`src/rtl/batcharger_adc_seq_if.sv`:
```
// Charger-controller <-> ADC sequencer bus: channel enables, shared SAR ADC
// handshake and the latched measurement results.
interface batcharger_adc_seq_if;
  logic       en;
  logic       vmonen;
  logic       imonen;
  logic       tmonen;
  logic [1:0] adc_sel;
  logic       adc_start;
  logic       adc_done;
  logic [7:0] adc_data;
  logic [7:0] vbat;
  logic [7:0] ibat;
  logic [7:0] tbat;
  logic       vtok;
  logic       adc_err;

  modport master (
    output en, vmonen, imonen, tmonen, adc_done, adc_data,
    input  adc_sel, adc_start, vbat, ibat, tbat, vtok, adc_err
  );

  modport slave (
    input  en, vmonen, imonen, tmonen, adc_done, adc_data,
    output adc_sel, adc_start, vbat, ibat, tbat, vtok, adc_err
  );
endinterface

```
`src/rtl/batcharger_adc_seq.sv`:
```
// Round-robin V/I/T sequencer for a shared SAR ADC: mux settle, start pulse,
// bounded wait for done, per-channel result latch and freshness flag.
module batcharger_adc_seq #(
  parameter int SETTLE_CYC  = 4,
  parameter int TIMEOUT_CYC = 64
) (
  input  logic                 clk,
  input  logic                 rst,
  batcharger_adc_seq_if.slave  bus
);
  typedef enum logic [1:0] {IDLE, SETTLE, START, CONV} state_t;

  state_t     state;
  logic [3:0] settle_cnt;
  logic [7:0] tmo_cnt;
  logic       vv, tv;
  logic       drop;
  logic [2:0] ch_en;
  logic [2:0] nxt_idle, nxt_conv;

  assign ch_en = {bus.tmonen, bus.imonen, bus.vmonen};

  // Next enabled channel after cur in V->I->T->V order; bit 2 = found.
  function automatic logic [2:0] pick(input logic [1:0] cur, input logic [2:0] ens);
    logic [1:0] c;
    pick = 3'b000;
    c    = cur;
    for (int i = 0; i < 3; i++) begin
      c = (c == 2'd2) ? 2'd0 : c + 2'd1;
      if (ens[c] && !pick[2]) pick = {1'b1, c};
    end
  endfunction

  assign nxt_idle = pick(2'd2, ch_en);
  assign nxt_conv = pick(bus.adc_sel, ch_en);

  always_ff @(posedge clk or posedge rst) begin
    if (rst) begin
      state         <= IDLE;
      bus.adc_sel   <= 2'b00;
      bus.adc_start <= 1'b0;
      bus.vbat      <= 8'h00;
      bus.ibat      <= 8'h00;
      bus.tbat      <= 8'h00;
      bus.vtok      <= 1'b0;
      bus.adc_err   <= 1'b0;
      vv            <= 1'b0;
      tv            <= 1'b0;
      drop          <= 1'b0;
      settle_cnt    <= 4'd0;
      tmo_cnt       <= 8'd0;
    end else if (!bus.en) begin
      state         <= IDLE;
      bus.adc_start <= 1'b0;
      bus.vtok      <= 1'b0;
      bus.adc_err   <= 1'b0;
      vv            <= 1'b0;
      tv            <= 1'b0;
      drop          <= 1'b0;
      settle_cnt    <= 4'd0;
      tmo_cnt       <= 8'd0;
    end else begin
      bus.adc_start <= 1'b0;
      bus.vtok      <= vv & tv & ~bus.adc_err;
      if (!bus.vmonen) vv <= 1'b0;
      if (!bus.tmonen) tv <= 1'b0;
      // A channel disabled at any point of its slot loses this result.
      if (state != IDLE && !ch_en[bus.adc_sel]) drop <= 1'b1;
      case (state)
        IDLE: begin
          if (nxt_idle[2]) begin
            bus.adc_sel <= nxt_idle[1:0];
            settle_cnt  <= 4'd0;
            drop        <= 1'b0;
            state       <= SETTLE;
          end
        end
        SETTLE: begin
          if (settle_cnt == 4'(SETTLE_CYC - 1)) begin
            bus.adc_start <= 1'b1;
            state         <= START;
          end else if (settle_cnt != 4'hF) begin
            settle_cnt <= settle_cnt + 4'd1;
          end
        end
        START: begin
          tmo_cnt <= 8'd0;
          state   <= CONV;
        end
        CONV: begin
          // done wins over a timeout expiring in the same cycle
          if (bus.adc_done || tmo_cnt == 8'(TIMEOUT_CYC - 1)) begin
            if (bus.adc_done && !drop && ch_en[bus.adc_sel]) begin
              case (bus.adc_sel)
                2'd0:    begin bus.vbat <= bus.adc_data; vv <= 1'b1; end
                2'd1:    bus.ibat <= bus.adc_data;
                default: begin bus.tbat <= bus.adc_data; tv <= 1'b1; end
              endcase
            end
            if (!bus.adc_done) bus.adc_err <= 1'b1;
            if (nxt_conv[2]) begin
              bus.adc_sel <= nxt_conv[1:0];
              settle_cnt  <= 4'd0;
              drop        <= 1'b0;
              state       <= SETTLE;
            end else begin
              state <= IDLE;
            end
          end else if (tmo_cnt != 8'hFF) begin
            tmo_cnt <= tmo_cnt + 8'd1;
          end
        end
        default: state <= IDLE;
      endcase
    end
  end
endmodule

```
`src/flat_wrapper.sv`:
```
// flat-port wrapper written by rule: the top's interface ports become plain ports
module batcharger_adc_seq_flat 
#(
  parameter int SETTLE_CYC  = 4,
  parameter int TIMEOUT_CYC = 64
)
  (clk, rst, bus_en, bus_vmonen, bus_imonen, bus_tmonen, bus_adc_done, bus_adc_data, bus_adc_sel, bus_adc_start, bus_vbat, bus_ibat, bus_tbat, bus_vtok, bus_adc_err);
  batcharger_adc_seq_if bus_i ();
  input  logic clk;
  input  logic rst;
  input wire logic [$bits(bus_i.en)-1:0] bus_en;
  input wire logic [$bits(bus_i.vmonen)-1:0] bus_vmonen;
  input wire logic [$bits(bus_i.imonen)-1:0] bus_imonen;
  input wire logic [$bits(bus_i.tmonen)-1:0] bus_tmonen;
  input wire logic [$bits(bus_i.adc_done)-1:0] bus_adc_done;
  input wire logic [$bits(bus_i.adc_data)-1:0] bus_adc_data;
  output wire logic [$bits(bus_i.adc_sel)-1:0] bus_adc_sel;
  output wire logic [$bits(bus_i.adc_start)-1:0] bus_adc_start;
  output wire logic [$bits(bus_i.vbat)-1:0] bus_vbat;
  output wire logic [$bits(bus_i.ibat)-1:0] bus_ibat;
  output wire logic [$bits(bus_i.tbat)-1:0] bus_tbat;
  output wire logic [$bits(bus_i.vtok)-1:0] bus_vtok;
  output wire logic [$bits(bus_i.adc_err)-1:0] bus_adc_err;
  assign bus_i.en = bus_en;
  assign bus_i.vmonen = bus_vmonen;
  assign bus_i.imonen = bus_imonen;
  assign bus_i.tmonen = bus_tmonen;
  assign bus_i.adc_done = bus_adc_done;
  assign bus_i.adc_data = bus_adc_data;
  assign bus_adc_sel = bus_i.adc_sel;
  assign bus_adc_start = bus_i.adc_start;
  assign bus_vbat = bus_i.vbat;
  assign bus_ibat = bus_i.ibat;
  assign bus_tbat = bus_i.tbat;
  assign bus_vtok = bus_i.vtok;
  assign bus_adc_err = bus_i.adc_err;
  batcharger_adc_seq #(.SETTLE_CYC(SETTLE_CYC), .TIMEOUT_CYC(TIMEOUT_CYC)) u_core (.clk(clk), .rst(rst), .bus(bus_i));
endmodule
```
`config.mk`:
```
export PLATFORM = sky130hd
export DESIGN_NAME = batcharger_adc_seq_flat
export DESIGN_NICKNAME = d
export VERILOG_FILES = /design/src/rtl/batcharger_adc_seq_if.sv /design/src/rtl/batcharger_adc_seq.sv /design/src/flat_wrapper.sv
export SDC_FILE = /design/constraint.sdc
export NUM_CORES = 1
export LEC_CHECK = 0
export CAP_MARGIN = 20
export CORE_MARGIN = 4
export CORE_UTILIZATION = 45
export DETAILED_ROUTE_END_ITERATION = 8
export PLACE_DENSITY = 0.77
export SLEW_MARGIN = 20
export SYNTH_ARGS = -nofsm -noshare
export SYNTH_HDL_FRONTEND = slang
export SYNTH_SLANG_ARGS = --single-unit
```
`constraint.sdc`:
```
create_clock -name clk -period 2.8 [get_ports clk]
set_input_delay 0.42 -clock clk [delete_from_list [all_inputs] [get_ports clk]]
set_output_delay 0.42 -clock clk [all_outputs]
set_load 0.02 [all_outputs]
```
* After elaboration in Yosys (flattened, before gate mapping)
Cells that the tools add are included.
** Storage, ports and cells
- Register bits :: 46
- Bits in latches :: 0
- Memory bits (writable) :: 0
- Memory bits (read-only) :: 0
- Input bits :: 15
- Logic and storage cells :: 144
- Memories :: 0
** Operators by class
- $add $sub $neg :: 5
- Multiply operators :: 0
- Divide/modulo/power cells :: 0
- Magnitude comparators :: 4
- Equality and inequality tests :: 27
- Shifts and indexed selects :: 0
- Multiplexer cells :: 64
- Bitwise gates (word level) :: 4
- Reduce and logical (&&, ||, !) cells :: 27
** Operator list (count)
- $mux W1 :: 30
- $mux W4 :: 6
- $mux W8 :: 3
- $mux W2 :: 10
- $reduce_and A5 Y1 :: 4
- $mux W3 :: 6
- $ne A3 B2 Y1 const B :: 6
- $pmux W8 S2 :: 1
- $lt A2 B3 Y1 const B :: 4
- $pmux W4 S3 :: 1
- $eq A2 B2 Y1 const B :: 5
- $ne A2 B1 Y1 const B :: 5
- $reduce_and A3 Y1 :: 3
- $add A8 B1 Y8 const B :: 1
- $bmux W1 S2 :: 4
- $eq A8 B6 Y1 const B :: 1
- $ne A8 B8 Y1 const B :: 1
- $pmux W2 S4 :: 1
- $logic_and A1 B1 Y1 :: 7
- $add A2 B1 Y2 const B :: 3
- $logic_not A1 Y1 :: 6
- $ne A3 B3 Y1 const B :: 2
- $reduce_and A6 Y1 :: 1
- $add A4 B1 Y4 const B :: 1
- 14 further kinds :: 19

* Logic depth before layout (Yosys ltp)
Gate-level depths: netlist of run 1.
- Word-level depth :: 15
- Mapped depth :: 7

* Worst setup path before layout of run 1
Ideal clock, no wire load.
- Path kind :: reg2reg
- From :: register u_core.bus.adc_sel[0]
- To :: register u_core.bus.vbat[0]
- Arrival time :: 1.768 ns
- Slack :: 0.907 ns
- Cell stages (with the launch flop) :: 6
- Path buffers :: 0
- Cell sequence :: dfrtp_1 > mux2i_1 > o21ai_2 > nand2b_2 > nor4_4 > mux2_2
** On the way
- Cells in the longest elaborated chain, start to end :: 4
- Elaborated cells between the ends (all ways) :: 5
- Those cells by class :: mux: 2; reduce/logical: 3
** Ends and longest elaborated chain
- start: declaration :: RTL line batcharger_adc_seq_if.sv:25 : output adc_sel, adc_start, vbat, ibat, tbat, vtok, adc_err
- start signal: assignment :: RTL line batcharger_adc_seq.sv:72 : bus.adc_sel <= nxt_idle[1:0];
- start signal: assignment :: RTL line batcharger_adc_seq.sv:102 : bus.adc_sel <= nxt_conv[1:0];
- $bmux W1 S2 :: RTL line batcharger_adc_seq.sv:93 : if (bus.adc_done && !drop && ch_en[bus.adc_sel]) begin
- $mux W1 (not written as such) :: RTL line batcharger_adc_seq.sv:93
- $logic_and A1 B1 Y1 :: RTL line batcharger_adc_seq.sv:93
- $reduce_and A5 Y1 (no source line) (*)
- end signal: assignment :: RTL line batcharger_adc_seq.sv:42 : bus.vbat <= 8'h00;
- end signal: assignment :: RTL line batcharger_adc_seq.sv:95 : 2'd0: begin bus.vbat <= bus.adc_data; vv <= 1'b1; end
- end: declaration :: RTL line batcharger_adc_seq_if.sv:25
Mark *: on every way between the ends. The rest lies on a longest branch, timed or not. The select of a mux whose other input is x is not followed.
A chain may end at the register's enable or synchronous reset.

* Final worst setup path of run 1
- From :: input bus_vmonen
- To :: register u_core.bus.tbat[6]
** On the way
- Cells in the longest elaborated chain, start to end :: 4
** Ends and longest elaborated chain
- start: declaration :: RTL line flat_wrapper.sv:12 : input wire logic [$bits(bus_i.vmonen)-1:0] bus_vmonen;
- $bmux W1 S2 :: RTL line batcharger_adc_seq.sv:93
- $mux W1 (not written as such) :: RTL line batcharger_adc_seq.sv:93
- $logic_and A1 B1 Y1 :: RTL line batcharger_adc_seq.sv:93
- $reduce_and A5 Y1 (no source line)
- end signal: assignment :: RTL line batcharger_adc_seq.sv:44 : bus.tbat <= 8'h00;
- end signal: assignment :: RTL line batcharger_adc_seq.sv:97 : default: begin bus.tbat <= bus.adc_data; tv <= 1'b1; end
- end: declaration :: RTL line batcharger_adc_seq_if.sv:25
Every way passes these cells. The select of a mux whose other input is x is not followed.

==> results of run 1 <==
==> state kept, by name (all words and copies together), names as in the netlist, 2 cells and up <==
register            count
u_core.bus.tbat         8
u_core.bus.adc_sel      2
u_core.bus.vbat         8
u_core.bus.ibat         8
u_core.tmo_cnt          8
u_core.settle_cnt       4
u_core.state            2
==> cell type report <==
| cell class | instances | area [um^2] | share of cell area, % |
|---|---|---|---|
| clock buffer | 6 | 72.57 | 2.549 |
| clock inverter | 2 | 37.54 | 1.319 |
| inverter | 7 | 26.28 | 0.9231 |
| multi-input combinational | 132 | 1007 | 35.38 |
| sequential | 46 | 1151 | 40.44 |
| tap | 67 | 83.83 | 2.945 |
| timing repair buffer | 48 | 467.9 | 16.44 |
==> worst max-delay path: stages <==
cell	delay (ns)
clkdlybuf4s50_1	0.60
mux2i_1	0.14
o21ai_2	0.14
nand2b_2	0.14
nor3_4	0.46
mux2_2	0.39
==> cell usage in the layout (no fill, tap or decap), drive strengths merged, types with 2 or more instances in the layout <==
cell           netlist  routed
a21oi                6       6
a31o                 2       2
a31oi                4       4
and3                 3       3
and4                 2       2
buf                  2       5
clkbuf               1       6
clkdlybuf4s50        0      43
dfrtp               46      46
ha                   6       6
inv                  7       7
mux2                24      24
mux2i                2       2
nand2               12      12
nand2b               5       5
nand3                8       8
nor2                11      11
nor2b                4       4
nor3                 5       5
nor4                 2       2
o211ai               3       3
o21ai               11      11
xnor2                3       3
xor2                 4       4
==> kinds of logic (layout without fill, tap and decap cells) <==
family          Yosys count  in the layout  share of synthesized area, %
compound gates           36             36                         11.02
xor+xnor                  7              7                         2.783
fa+ha+maj                 6              6                         3.407
buf+inv                  10             63                         2.044
flops                    46             46                         52.24
mux                      26             26                         13.17
simple gates             57             57                         15.33
==> routing by layer <==
layer  vias to the layer above  part of all wire [%]  routed length, um
li1                        779                     -                  -
met1                       789                    47               2226
met2                        47                    46               2166
met3                         9                   4.8                223
met4                         0                   1.6                 75
met5                         -                     0                  0
==> cells in the mapped netlist, types with 2 or more instances <==
cell and instances:
nor2b_1 4, nor3_1 4, mux2i_1 2, mux2_2 24
o21ai_0 9, a31oi_1 4, nor4_4 2, nand2b_1 4
inv_1 7, xnor2_1 3, nand2_1 12, ha_1 6
dfrtp_1 46, a21oi_1 6, o211ai_1 3, buf_4 2
and4_1 2, nand3_1 8, a31o_2 2, nor2_1 11
and3_1 3, xor2_1 4
==> final timing paths <==
path / startpoint / end / slack, ns
max: bus_vmonen / u_core.bus.tbat[6] / 0.68
min: rst / u_core.tv / 0.40
max reg2reg: u_core.state[1] / u_core.bus.tbat[6] / 0.70
min reg2reg: u_core.tmo_cnt[1] / u_core.tmo_cnt[1] / 0.51
max in group asynchronous: rst / u_core.bus.tbat[6] / 1.85
min in group clk: u_core.tmo_cnt[1] / u_core.tmo_cnt[1] / 0.51
==> power by group through the flow <==
| stage | Combinational (mW) | Sequential [mW] | Clock (mW) |
|---|---|---|---|
| 6_report | 0.792 | 0.884 | 0.493 |
| 5_1_grt | 0.865 | 0.907 | 0.534 |
| 4_1_cts | 0.798 | 0.885 | 0.502 |
| 3_5_place_dp | 0.790 | 0.898 | 0 |
| 3_3_place_gp | 0.777 | 0.889 | 0 |
| 2_1_floorplan | 0.377 | 0.997 | 0 |
==> through the flow <==
stage	power, mW	cells	utilization [%]
2_1_floorplan	1.374	188	-
3_3_place_gp	1.666	300	57.93
3_5_place_dp	1.687	300	57.93
4_1_cts	2.185	308	60.26
5_1_grt	2.306	308	60.26
6_report	2.169	308	60.26
==> results.md, run 1 <==
* Core area at 0.004723 mm^2
* GR met2 Demand/Resource at 26.28%
* Worst-path fanout max at 9
* Global route hottest layer: met2
* Pwr/cell area at 762.0 mW/mm^2
* Area contributors post-synth: dfrtp_1 52%, mux2_2 12%, ha_1 3.4%
* Mean Syn Cell Area at 11.72 um^2
* Htree depth at 2
* Post-CTS Hold Fix Bufs at 0
* Syn Inst Count at 188
* Number of global-route vias before repair at 1618
* Synth Warn # at 0
* # clock sinks at 46
* Die Wd at 77.98 um
* First DRT Iteration DRCs at 141
* WP data required at 2.99 ns
* Number of synthesized flops with an enable pin at 0
* Slew Limit Fails at 0
* Cell area after layout at 0.002846 mm^2
* Switch share at 34.71%
* CP endpoint kind: register
* Die Ht at 77.98 um
* Type of the worst setup path: in -> reg
* CTS tree: yes
* Final ANT Viol Nets at 0
* Slew headroom at 53.17%
* P_leak at 1.271 nW
* Min Tclk post-route at 2.116 ns
* Antenna cells at 0
* DRC viols at 0
* Combinational power share at 36.5%
* PortBufs at 43
* Fmax achieved at 472.6 MHz
* TNS Setup at 0 ns
* Hold Crit Class: in -> async
* Worst Slack Setup Final at 0.6840 ns
* # IOs at 44
* First-pass GRT wire length at 8224 um
* Router iterations before antenna repair at 4
* Unrepaired setup endpoints after global routing: no
* Worst Hold Slack at 0.3963 ns
* Type of origin of the critical path: input port
* Die area at 0.006080 mm^2
* Distinct cells, synth at 42
* Layout area overhead at 29.19%
* Met1 Use GR at 23.56%
* Met3 usage at 4.524%
* Final hold viol count at 0
* Clk root buf: clkbuf_8
* Initial antenna violation count at 0
* VDD IR max at 386.0 uV
* Routed vias at 1624
* #FFs+latches synth at 46
* Std cell rows at 25
* Internal at 1.416 mW
* Syn nets at 209
* Pre-CTS setup slack at 0.3836 ns
* Post-CTS setup buffers at 0
* Setup Skew at 0.009849 ns
* Routed WL at 4691 um
* Max Cap Violations at 0
* Total Routing Usage GR at 17.08%
* Outcome: complete, no violations
* Post-synthesis instance area at 0.002203 mm^2
* Initial Util at 46.65%
* TritonCTS Buffers at 5
* Dpl cell area at 0.002736 mm^2
* Seq/Total Area, Yosys at 52.24%
* Nets@finish at 261
* Skew-Pair Late Insertion Delay at 0.30 ns
* Least-Margin Pin Slew at 0.6978 ns
* Fillers at 393
* Post-cts resize count at 0
* Clock buffer depth at 2
* Layout cell share with drive strength beyond 1 at 18.67%
* Switch Pwr at 752.9 uW
* Post-route clock period utilization at 75.57%
* Ys async rst share at 100.0%
* GRT overflow at 0
* Worst Reg-to-Reg Cells at 4
* Final GP Congestion at 0.7721
* Leading area contributor after synthesis: dfrtp_1
* Ys flop type: dfrtp_1
* Clock network power share at 22.7%
* Sequential Power Share at 40.8%
* Drt wl/cell at 15.23 um
* Yosys top cell area share at 52.24%
* Worst Path Arrival at 2.30 ns
* Largest net degree at the start of global routing at 19
* Clk slew on worst S/H paths at 0.09 ns
* Final setup violation count at 0
* Average via count per standard cell at 5.273
* Hpwl dp at 3375 um
No activity file was read; power rests on OpenSTA's default activity.
==> run 2: changes to the inputs <==
==> constraint.sdc (replaced) <==
create_clock -name clk -period 2.1 [get_ports clk]
set_input_delay 0.315 -clock clk [delete_from_list [all_inputs] [get_ports clk]]
set_output_delay 0.315 -clock clk [all_outputs]
set_load 0.02 [all_outputs]
==> run 2 against run 1 <==
Compared with the run above: total power rose by 31%; combinational power rose by 41%; global-route usage fell by 0.65 points; cell count rose by 5.2%; utilization rose by 2.1 points; routed wire length rose by 0.83%; cell area rose by 3.5%; worst setup slack got worse by 0.52 ns; clock power rose by 9.1%; register-to-register slack got worse by 0.54 ns; worst hold slack got worse by 0.031 ns; sequential power rose by 33%.
==> results.md, run 2 (synthesized netlist as in run 1, its figures left out) <==
* WP data required at 2.27 ns
* Max Cap Violations at 0
* Power, Total at 2.840 mW
* Pre-CTS setup slack at -0.02899 ns
* GRT overflow at 0
* Router iterations before antenna repair at 4
* VDD IR max at 530.5 uV
* Core area at 0.004723 mm^2
* Largest net degree at the start of global routing at 25
* Post-route clock period utilization at 92.31%
* Final setup violation count at 0
* Post-cts resize count at 0
* Fmax achieved at 515.9 MHz
* Type of the worst setup path: reg -> reg
* Combinational power share at 39.5%
* Slew headroom at 63.85%
* Post-CTS Hold Fix Bufs at 0
* Die Wd at 77.98 um
* Sequential Power Share at 41.6%
* Dpl cell area at 0.002856 mm^2
* Global route hottest layer: met2
* Average via count per standard cell at 5.219
* Layout area overhead at 33.73%
* Total Routing Usage GR at 16.43%
* TritonCTS Buffers at 5
* Pwr/cell area at 963.7 mW/mm^2
* Final hold viol count at 0
* Final GP Congestion at 0.8185
* GR met2 Demand/Resource at 26.37%
* Initial antenna violation count at 0
* Clock buffer depth at 2
* Least-Margin Pin Slew at 0.5387 ns
* Worst-path fanout max at 9
* DRC viols at 0
* Worst Hold Slack at 0.3655 ns
* Outcome: complete, no violations
* P_leak at 1.343 nW
* PortBufs at 43
* Hold Crit Class: in -> async
* Std cell rows at 25
* Met3 usage at 3.248%
* Number of global-route vias before repair at 1702
* Commonest non-fill, non-tap cell in the layout: dfrtp_1
* Post-CTS setup buffers at 0
* Type of origin of the critical path: register
* Final ANT Viol Nets at 0
* Final core occ at 62.38%
* Drt wl/cell at 14.60 um
* Skew-Pair Late Insertion Delay at 0.30 ns
* Commonest non-fill, non-tap cells in the layout: 46 x dfrtp_1, 43 x clkdlybuf4s50_1, 24 x mux2_2
* Die area at 0.006080 mm^2
* Met1 Use GR at 22.82%
* Setup Skew at 0.004948 ns
* Switch Pwr at 1.016 mW
* CTS tree: yes
* Routed WL at 4730 um
* Worst Slack Setup Final at 0.1616 ns
* Min Tclk post-route at 1.938 ns
* Slew Limit Fails at 0
* Internal at 1.824 mW
* # IOs at 44
* Clk slew on worst S/H paths at 0.08 ns
* Unrepaired setup endpoints after global routing: no
* Initial Util at 46.65%
* Cell area after layout at 0.002947 mm^2
* Htree depth at 2
* First-pass GRT wire length at 8079 um
* # clock sinks at 46
* Worst Path Arrival at 2.11 ns
* CP endpoint kind: register
* Clk root buf: clkbuf_8
* Nets@finish at 277
* Hpwl dp at 3563 um
* Die Ht at 77.98 um
* Layout cell share with drive strength beyond 1 at 24.12%
* Antenna cells at 0
* Routed vias at 1691
* First DRT Iteration DRCs at 115
* Clock network power share at 18.9%
* Switch share at 35.76%
## run 2: changes by cell type in the layout (fill, tap and decap cells not counted), sizes merged
cell / change
buf: +16
bufinv: -1
clkinv: +2
clkbuf: -1
## run 2: critical path, cell delays in order (launching register included)
cell and delay [ns]:
dfrtp_1 0.44, ha_1 0.32, buf_4 0.18, o21ai_1 0.44, o21ai_0 0.21, xor2_1 0.16, nor2_1 0.05
## run 2: final cells by class
| class | instances | area (um^2) |
|---|---|---|
| fillers | 408 | 1777 |
| repair buffers | 64 | 588.1 |
| well taps | 67 | 83.83 |
| flip-flops and latches | 46 | 1151 |
| multi-input cells | 132 | 1007 |
| inverters | 7 | 26.28 |
| clock inverters | 3 | 21.27 |
| clock buffers | 5 | 68.82 |
## run 2: final timing paths
| check | start | end | slack (ns) | depth (start not counted) |
|---|---|---|---|---|
| min | rst | u_core.bus.tbat[1] | 0.37 | 3 |
| max | u_core.state[1] | u_core.tmo_cnt[3] | 0.16 | 6 |
| min reg2reg | u_core.bus.vbat[4] | u_core.bus.vbat[4] | 0.51 | 1 |
| max in group asynchronous | rst | u_core.bus.ibat[0] | 1.50 | 3 |
| min in group clk | u_core.bus.vbat[4] | u_core.bus.vbat[4] | 0.51 | 1 |
| max reg2reg | u_core.state[1] | u_core.tmo_cnt[3] | 0.16 | 6 |
## run 2: routing by layer
layer | up-vias | share of wire, %
li1 | 819 | -
met1 | 832 | 48
met2 | 33 | 47
met3 | 7 | 3.6
met4 | 0 | 1.1
met5 | - | 0
## run 2: power by group through the flow
stage               registers [mW]  logic (mW)  clock network, mW
finish                        1.18        1.12              0.538
global route                  1.21        1.22              0.589
CTS                           1.18        1.13              0.548
detailed placement            1.20        1.13                  0
global placement              1.19        1.11                  0
floorplan                     1.33       0.503                  0
## run 2: metrics by stage
| stage | std cells | setup TNS, ns |
|---|---|---|
| global route | 324 | 0 |
| CTS | 324 | 0 |
| finish | 324 | 0 |
| detailed placement | 316 | -0.2274 |
| floorplan | 188 | 0 |
| global placement | 316 | 0 |
==> run 3: changes to the inputs <==
--- a/config.mk
+++ b/config.mk
@@ -9,7 +9,7 @@
 export CORE_MARGIN = 4
 export CORE_UTILIZATION = 45
 export DETAILED_ROUTE_END_ITERATION = 8
-export PLACE_DENSITY = 0.77
+export PLACE_DENSITY_LB_ADDON = 0.12
 export SLEW_MARGIN = 20
 export SYNTH_ARGS = -nofsm -noshare
 export SYNTH_HDL_FRONTEND = slang
==> run 3 against run 2 <==
Compared with the run above: cell area is 0.13% higher; first-iteration DRC count down 59%; global-route usage rose by 1.7 points; sequential share of layout area is essentially flat; cell count is 1.5% lower; clock power up 21%; via count is 2.1% higher; total power grew 3.9%; flip-flop and latch count unchanged; die area is the same; maximum frequency rose by 0.62%; critical path type unchanged; critical endpoint is now u_core.bus.vbat[1].
==> results.md, run 3 (synthesized netlist as in run 1, its figures left out) <==
* Std cell rows at 25
* Htree depth at 2
* Commonest non-fill, non-tap cells in the layout: 46 x dfrtp_1, 43 x clkdlybuf4s50_1, 24 x mux2_2
* Die Wd at 77.98 um
* Min Tclk post-route at 1.927 ns
* Initial Util at 46.65%
* Routed vias at 1726
* Post-cts resize count at 0
* Initial antenna violation count at 0
* Cell area after layout at 0.002950 mm^2
* Total Routing Usage GR at 18.13%
* Slew Limit Fails at 0
* Clk root buf: clkbuf_8
* TritonCTS Buffers at 5
* Routed WL at 5029 um
* CTS tree: yes
* Die area at 0.006080 mm^2
* Outcome: complete, no violations
* Crit-path slowest cell: dfrtp_1
* # clock sinks at 46
* P_leak at 1.331 nW
* Worst Hold Slack at 0.2919 ns
* Type of origin of the critical path: register
* Layout cell share with drive strength beyond 1 at 22.62%
* CP endpoint kind: register
* Nets@finish at 272
* Dpl cell area at 0.002831 mm^2
* Slew headroom at 68.58%
* Final ANT Viol Nets at 0
* Critical path cell sequence: mux2i_1 -> o21ai_2 -> nand2b_2 -> nor4_4 -> buf_4 -> mux2_2
* Final GP Congestion at 0.8778
* Die Ht at 77.98 um
* Post-CTS setup buffers at 0
* WP data required at 2.29 ns
* Core area at 0.004723 mm^2
* Antenna cells at 0
* Average via count per standard cell at 5.411
* DRC viols at 0
* VDD IR max at 513.2 uV
* Least-Margin Pin Slew at 0.4685 ns
* Hpwl dp at 3854 um
* First-pass GRT wire length at 8680 um
* Fillers at 375
* Post-route clock period utilization at 91.74%
* Type of the worst setup path: reg -> reg
* Clk slew on worst S/H paths at 0.08 ns
* Final setup violation count at 0
* Max stage delay on crit path at 0.48 ns
* Post-CTS Hold Fix Bufs at 0
* Largest net degree at the start of global routing at 23
* Layout area overhead at 33.90%
* Commonest non-fill, non-tap cell in the layout: dfrtp_1
* Max Cap Violations at 0
* First DRT Iteration DRCs at 47
* Clock buffer depth at 2
* GRT overflow at 0
* Hold Crit Class: in -> async
* Unrepaired setup endpoints after global routing: no
* Setup Skew at 0.004323 ns
* Drt wl/cell at 15.76 um
* Worst-path fanout max at 6
* Fmax achieved at 519.1 MHz
* PortBufs at 43
* # IOs at 44
* Worst Path Arrival at 2.11 ns
* Pwr/cell area at 999.8 mW/mm^2
* Router iterations before antenna repair at 4
* Number of global-route vias before repair at 1847
* Skew-Pair Late Insertion Delay at 0.30 ns
* Final hold viol count at 0
## run 3: path summary, 6_finish.rpt
kind	startpoint	endpoint	slack [ns]	cells past startpoint
worst max-delay path	u_core.bus.adc_sel[0]	u_core.bus.vbat[1]	0.17	6
worst min-delay path	rst	u_core.bus.tbat[4]	0.29	2
worst max register to register	u_core.bus.adc_sel[0]	u_core.bus.vbat[1]	0.17	6
worst min register to register	u_core.bus.vbat[4]	u_core.bus.vbat[4]	0.52	1
max in group asynchronous	rst	u_core.bus.vbat[3]	1.32	3
min in group clk	u_core.bus.vbat[4]	u_core.bus.vbat[4]	0.52	1
## run 3: layer usage
layer,share of wire (%),vias to the layer above,global-route usage (%)
met2,49,51,29.88
met1,43,857,21.74
met3,4.9,14,5.336
met4,3.0,0,8.392
li1,-,804,-
met5,0,-,0
## run 3: worst max-delay path: cells and delay by family (launching register included)
family                 cells  cell delay, ns
multiplexers               2            0.50
flip-flops                 1            0.48
AND/OR/NAND/NOR            2            0.46
buffers and inverters      1            0.20
AO/OA/AOI/OAI              1            0.18
## run 3: power by group
group / internal [mW] / switching, mW
logic: 0.519 / 0.595
registers: 1.04 / 0.139
clock network: 0.355 / 0.298
## run 3: cell type report
type	instances	area [um^2]	area share, %
multi-input combinational	132	1016	34.44
sequential	46	1151	39.02
inverter	7	26.28	0.8906
clock inverter	2	37.54	1.272
tap	67	83.83	2.841
clock buffer	6	72.57	2.460
timing repair buffer	59	563.0	19.08
## run 3: metrics by stage
| stage | setup TNS, ns | std cells | utilization (%) | worst slack (ns) | total power, mW |
|---|---|---|---|---|---|
| 3_3_place_gp | 0 | 311 | 59.95 | 0.02258 | 2.245 |
| 6_report | 0 | 319 | 62.46 | 0.1735 | 2.950 |
| 2_1_floorplan | 0 | 188 | - | 0.2072 | 1.832 |
| 5_1_grt | 0 | 319 | 62.46 | 0.05512 | 3.129 |
| 4_1_cts | 0 | 319 | 62.28 | 0.1231 | 2.973 |
| 3_5_place_dp | -0.9153 | 311 | 59.95 | -0.07417 | 2.310 |
